[config.mk]
export PLATFORM = sky130hd
export DESIGN_NAME = multdiv_booth_multiplier
export DESIGN_NICKNAME = d
export VERILOG_FILES = /design/src/rtl/multdiv_booth_multiplier.sv
export SDC_FILE = /design/constraint.sdc
export NUM_CORES = 1
export LEC_CHECK = 0
export CAP_MARGIN = 25
export CORE_MARGIN = 3
export CORE_UTILIZATION = 45
export CTS_CLUSTER_DIAMETER = 120
export DETAILED_ROUTE_END_ITERATION = 16
export PLACE_DENSITY = 0.66
export SLEW_MARGIN = 15
export SYNTH_ARGS = -nofsm -noshare
export SYNTH_HDL_FRONTEND = slang
export SYNTH_SLANG_ARGS = --single-unit
[constraint.sdc]
create_clock -name clock -period 15.5 [get_ports clock]
set_input_delay 3.1 -clock clock [delete_from_list [all_inputs] [get_ports clock]]
set_output_delay 3.1 -clock clock [all_outputs]
set_load 0.02 [all_outputs]
[src/rtl/multdiv_booth_multiplier.sv]
// Sequential radix-4 (modified Booth) signed multiplier.
// One start pulse latches both operands; WIDTH/2 iterations later the low
// WIDTH bits of the product and an overflow flag are registered and
// data_resultRDY pulses for one cycle. A start while busy or done restarts.
module multdiv_booth_multiplier #(
   parameter int WIDTH = 32
) (
   input  logic             clock,
   input  logic             reset,
   input  logic             ctrl_MULT,
   input  logic [WIDTH-1:0] data_operandA,
   input  logic [WIDTH-1:0] data_operandB,
   output logic [WIDTH-1:0] data_result,
   output logic             data_exception,
   output logic             data_resultRDY,
   output logic             busy
);

   localparam int ITERS = WIDTH / 2;
   localparam int CW    = (ITERS > 1) ? $clog2(ITERS) : 1;
   localparam int AW    = WIDTH + 2;          // accumulator incl. guard bits
   localparam int PW    = AW + WIDTH + 1;     // {acc, multiplier, q-1}

   localparam logic [CW-1:0] CNT_LAST = CW'(ITERS - 1);
   localparam logic [CW-1:0] CNT_ONE  = CW'(1);
   localparam logic [AW-1:0] ACC_ONE  = AW'(1);

   typedef enum logic [1:0] {
      IDLE = 2'd0,
      BUSY = 2'd1,
      DONE = 2'd2
   } state_t;

   state_t            state_q, state_d;
   logic [AW-1:0]     m_q, m_d;
   logic [PW-1:0]     p_q, p_d;
   logic [CW-1:0]     cnt_q, cnt_d;
   logic [WIDTH-1:0]  result_q, result_d;
   logic              exc_q, exc_d;

   logic [AW-1:0]     addend;
   logic [AW-1:0]     acc_sum;
   logic [PW-1:0]     p_shift;
   logic [WIDTH:0]    prod_hi;

   // Booth recoding of the current triplet, accumulate, then arithmetic shift by 2
   always_comb begin
      addend = '0;
      case (p_q[2:0])
         3'b001, 3'b010: addend = m_q;
         3'b011:         addend = {m_q[AW-2:0], 1'b0};
         3'b100:         addend = ~{m_q[AW-2:0], 1'b0} + ACC_ONE;
         3'b101, 3'b110: addend = ~m_q + ACC_ONE;
         default:        addend = '0;
      endcase
      acc_sum = p_q[PW-1 -: AW] + addend;
      p_shift = PW'($signed({acc_sum, p_q[WIDTH:0]}) >>> 2);
      // Product bits 2*WIDTH-1 .. WIDTH-1 live at p_shift[2*WIDTH:WIDTH]
      prod_hi = p_shift[2*WIDTH:WIDTH];
   end

   // Next-state and datapath control
   always_comb begin
      state_d  = state_q;
      m_d      = m_q;
      p_d      = p_q;
      cnt_d    = cnt_q;
      result_d = result_q;
      exc_d    = exc_q;
      if (ctrl_MULT) begin
         // A start in any state discards whatever was in flight
         m_d     = {{2{data_operandA[WIDTH-1]}}, data_operandA};
         p_d     = {{AW{1'b0}}, data_operandB, 1'b0};
         cnt_d   = '0;
         state_d = BUSY;
      end else begin
         case (state_q)
            BUSY: begin
               p_d   = p_shift;
               cnt_d = cnt_q + CNT_ONE;
               if (cnt_q == CNT_LAST) begin
                  result_d = p_shift[WIDTH:1];
                  exc_d    = !((&prod_hi) || (~|prod_hi));
                  state_d  = DONE;
               end
            end
            DONE:    state_d = IDLE;
            default: state_d = IDLE;
         endcase
      end
   end

   // State and datapath registers; reset aborts any operation immediately
   always_ff @(posedge clock or negedge reset) begin
      if (!reset) begin
         state_q  <= IDLE;
         m_q      <= '0;
         p_q      <= '0;
         cnt_q    <= '0;
         result_q <= '0;
         exc_q    <= 1'b0;
      end else begin
         state_q  <= state_d;
         m_q      <= m_d;
         p_q      <= p_d;
         cnt_q    <= cnt_d;
         result_q <= result_d;
         exc_q    <= exc_d;
      end
   end

   assign data_result    = result_q;
   assign data_exception = exc_q;
   assign data_resultRDY = (state_q == DONE);
   assign busy           = (state_q == BUSY);

endmodule
# --- After elaboration in Yosys (flattened, before gate mapping) ---
# Index checks and enable logic that the tools add are counted.
op_classes:
  bitwise_logic: 3
  eq_ne: 10
  addsub: 4
  n_reduce_logical: 9
  mux: 8
op_table:
  columns: ["operator", "count"]
  rows:
  - ["34-bit one-hot mux with 4 select lines", 1]
  - ["67-bit two-way mux", 2]
  - ["34-bit by 1-bit adder with 34-bit output, second input constant", 2]
  - ["34-bit inverter", 2]
  - ["34-bit adder", 1]
  - ["33-bit AND reduction", 1]
  - ["33-bit OR reduction", 1]
  - ["3-bit == test, second input constant", 3]
  - ["4-bit two-way mux", 2]
  - ["3-bit by 2-bit == test with 1-bit output, second input constant", 2]
  - ["2-bit two-way mux", 3]
  - ["4-bit by 1-bit adder with 4-bit output, second input constant", 1]
  - ["4-bit == test, second input constant", 1]
  - ["2-bit OR reduction", 2]
  - ["3-bit by 1-bit == test with 1-bit output, second input constant", 1]
  - ["3-bit by 2-bit != test with 1-bit output, second input constant", 1]
  - ["3-bit AND reduction", 1]
  - ["2-bit by 1-bit == test with 1-bit output, second input constant", 1]
  - ["2-bit == test, second input constant", 1]
  - ["1-bit zero test", 2]
  - ["2-bit nonzero test", 1]
  - ["1-bit logical OR", 1]
  - ["1-bit inverter", 1]
word_totals:
  reg_bits: 138
  out_inout_bits: 35
  inputBits: 67

# --- Logic depth before layout (Yosys ltp) ---
depth:
  ltp_word: 8
  ltp_mapped: 24
  mapped_depth_nobuf: 23

# --- Worst setup path before layout ---
# Ideal clock, no wire load.
synth_path:
  path_type: "input-to-reg"
  start: "input ctrl_MULT"
  end: "register exc_q, in the netlist data_exception"
  required_time_ns: 15.375
  arrival_ns: 5.261
  cell_stages: 9
  slack_ns: 10.114
  cell_sequence: "nor3_1 nand2_1 or3_1 or4_1 or4_1 nor3_1 nand4_1 o32ai_1 nor2_1"
synth_via:
  elab_chain_len: 2
synth_lines:
  columns: ["item", "line_no", "source"]
  rows:
  - ["from (decl)", "10", "input logic ctrl_MULT,"]
  - ["1-bit inverter (no line)", null, null]
  - ["3-bit AND reduction (no line)", null, null]
  - ["to (signal assigned)", "101", "exc_q <= 1'b0;"]
  - ["to (signal assigned)", "108", "exc_q <= exc_d;"]
  - ["to (decl)", "39", "logic exc_q, exc_d;"]
# Every way passes these cells.
# A chain may end at the register's enable or synchronous reset.

# --- Worst setup path after layout ---
layout_path:
  start: "register state_q[1]"
  end: "output busy"
layout_via:
  elab_chain_len: 1
layout_lines:
  columns: ["item", "line_no", "source"]
  rows:
  - ["from (decl)", "34", "state_t state_q, state_d;"]
  - ["from (signal assigned)", "103", "state_q <= state_d;"]
  - ["2-bit by 1-bit == test with 1-bit output", "115", "assign busy = (state_q == BUSY);"]
  - ["to (decl)", "16", "output logic busy"]
# Every way passes these cells.

==> summary.md <==
| Metric | Value |
|---|---|
| Starting Density | `a little under half` |
| DR vias/cell | `between 5 and 6` |
| Most common cell after layout, fill and taps aside | `nand2_1` |
| Synth warnings | `0` |
| Startpoint Class | `flip-flop` |
| First-pass GRT wire length | `approximately 41000 um` |
| FFs w/ async S/R, synth | `100%` |
| Leak | `about 4.7 nW` |
| Status | `finished, final reports clean` |
| Worst-path clk slew | `about 70 ps` |
| Nets | `1253` |
| # IOs | `~100` |
| Post-synth cell types | `71` |
| Die area | `approximately 0.023 sq mm` |
| PD cells | `around 140 mW/mm^2` |
| Cell Area, Synth | `between 0.009 and 0.01 sq mm` |
| Area share of the largest cell type after synthesis | `between 30% and 40%` |
| Worst-Margin Slew | `slightly above 1000 ps` |
| Min Tclk post-route | `between 5000 and 6000 ps` |
| Rel. slew slack | `a little under a third` |
| Post-Syn Nets | `approximately 1200` |
| DRT iter0 DRCs | `between 700 and 800` |
| DRC violations left | `0` |
| Layout cell share with drive strength beyond 1 | `approximately 11%` |
| Post-CTS Repair Setup Buffers | `0` |
| Top post-synthesis cells by area | `dfrtp_1 (36%), nand2_1 (8.1%), mux2_2 (7.6%), ha_1 (4.6%), xnor2_1 (4.5%)` |
| GRT Total Usage | `between 20% and 30%` |
| Most common flop cell mapped by yosys | `dfrtp_1` |
| DR pass1 iterations | `6` |
| Register area share after synthesis | `approximately 36%` |
| Input/output buffers | `approximately 100` |
| Cts hold-fix bufs | `0` |
| Cells after Synth | `approximately 1100` |
| CP arrival | `2780 ps` |
| Largest net degree at the start of global routing | `between 80 and 90` |
| Fmax achieved | `between 150 and 200 MHz` |
| Top cell type by total area after synthesis | `dfrtp_1` |
| CTS tree | `done` |
| GRT Residual Overflow | `0` |
| Clock Skews | `between 9 and 10 ps` |
| DR WL/cell | `about 18 um` |
| Clock Tree Root | `clkbuf_16` |
| VDD IR max | `approximately 0.092 mV` |
| Clock buffers created by TritonCTS | `17` |
| Worst Setup Path Type | `flip-flop to output pin` |
| Number of max-cap violations | `0` |
| Row count | `52` |
| GPL Wtd Cong | `about 0.94` |
| HPWL Detailed | `~18000 um` |
| Core area | `0.0204 sq mm` |
| Hold Vio Cnt, Final | `0` |
| Worst setup EP type | `output pin` |
| Pins Over Slew Limit | `0` |
| Initial antenna violation count | `0` |
| Final Cycle Share | `about 38%` |
| Via count | `8295` |
| CTS max path bufs | `2` |
| Area growth from synthesis to final layout | `18.7%` |
| Post-detailed-route count of antenna-violating nets | `0` |
| Die Span X | `around 150 um` |
| Number of synthesized flops with an enable pin | `0` |
| Total power | `1.59 mW` |
| Ant diodes | `0` |
| Most frequent cells in the layout | `nand2_1 (204), dfrtp_1 (136), clkdlybuf4s50_1 (99)` |
| Util after Layout | `a little over half` |
| Yosys reg bits | `136` |
| Crit Path Max Fanout | `67` |
| Resized Gates After CTS | `0` |
| Final setup TNS | `0 ps` |
| Vias in the first global route | `around 8100` |
| CTS H-tree lvls | `4` |
| Final setup fails | `0` |
| Required time worst endpoint | `roughly 12000 ps` |
| Min-Delay Path Class | `flip-flop to flip-flop` |
| Final wirelength | `approximately 25000 um` |
| RSZ-0062 raised after global routing | `no` |
| Syn Area/Cell | `between 8 and 9 sq um` |
| Clock Latency Late Sink | `between 400 and 500 ps` |
| Sink Count | `between 100 and 150` |
| Die height | `between 150 and 200 um` |
==> kinds of logic (layout without fill, tap and decap cells) <==
family	after synthesis	after routing	share of synthesized area, %
compound gates	271	271	18.4
buf+inv	93	161	3.85
fa+ha+maj	36	36	4.85
simple gates	382	382	18.3
mux	99	99	11.3
flops	136	136	36.1
xor+xnor	78	78	7.24
==> routing by layer <==
metal	global-route usage (%)	vias up	wire length [um]
met5	0	-	0
met4	6.07	0	414
met2	36.6	292	11700
met1	31.0	3920	11400
li1	-	4048	-
met3	5.27	35	1790
==> area by class of cell <==
type                            instances  area [sq um]
Sequential cell                       136          3400
Fill cell                            1912          9220
Tap cell                              270           338
Clock inverter                         15           204
Multi-Input combinational cell        866          5680
Clock buffer                           17           425
Inverter                               18          67.6
Timing Repair Buffer                  111          1080
==> registers in the layout, indices dropped and copies added (netlist names) <==
| register | count |
|---|---|
| data_result | 32 |
| state_q | 2 |
| cnt_q | 4 |
| p_q | 65 |
| data_exception | 1 |
| m_q | 32 |
==> worst max-delay path, stage by stage (launching register included) <==
cell and delay [ps]:
dfrtp_1 370, nand2b_4 620, inv_1 180, buf_4 450, clkdlybuf4s50_1 710
==> worst paths after layout <==
kind / start / end / slack [ps] / cells after the start
max reg2reg: p_q[0] / data_exception / 9710 / 19
min in group asynchronous: reset / m_q[20] / 2660 / 1
max in group asynchronous: reset / p_q[49] / 11450 / 2
min: data_result[28] / data_result[28] / 510 / 1
max: state_q[1] / busy / 9620 / 4
min reg2reg: data_result[28] / data_result[28] / 510 / 1
==> where the power goes <==
| part | leakage, nW | switching, mW | internal [mW] | total, mW |
|---|---|---|---|---|
| Sequential | 1.73 | 0.0509 | 0.409 | 0.460 |
| Clock | 0.308 | 0.191 | 0.248 | 0.439 |
| Combinational | 2.71 | 0.420 | 0.276 | 0.696 |
| Total | 4.74 | 0.662 | 0.933 | 1.59 |
==> through the flow <==
stage / cell area [sq um] / hold WS [ps] / worst slack (ps) / cells
2_1_floorplan: 9440 / 487 / 10110 / 1095
3_3_place_gp: 10600 / 489 / 9720 / 1401
3_5_place_dp: 10600 / 495 / 9760 / 1401
4_1_cts: 11200 / 512 / 9560 / 1433
5_1_grt: 11200 / 525 / 9270 / 1433
6_report: 11200 / 509 / 9620 / 1433
==> cells in the mapped netlist, types with 4 or more instances <==
cell type / count
a22oi_1: 6
and2_1: 5
nand4_1: 11
ha_1: 35
xnor2_1: 49
a21oi_1: 73
or4_1: 6
mux2_2: 64
o21ai_0: 82
clkbuf_1: 62
dfrtp_1: 136
nand2b_1: 8
nand2_1: 204
inv_1: 18
a211oi_1: 8
o211ai_1: 4
a21o_1: 12
nor3_1: 21
nand3_1: 14
buf_2: 5
or3_1: 14
and3_1: 6
nor4_1: 9
xor2_1: 29
a32oi_1: 4
mux2i_1: 35
a31oi_1: 19
nor2_1: 66
or4_4: 4
a221oi_1: 20
buf_1: 7
No activity file was read; power rests on OpenSTA's default activity.
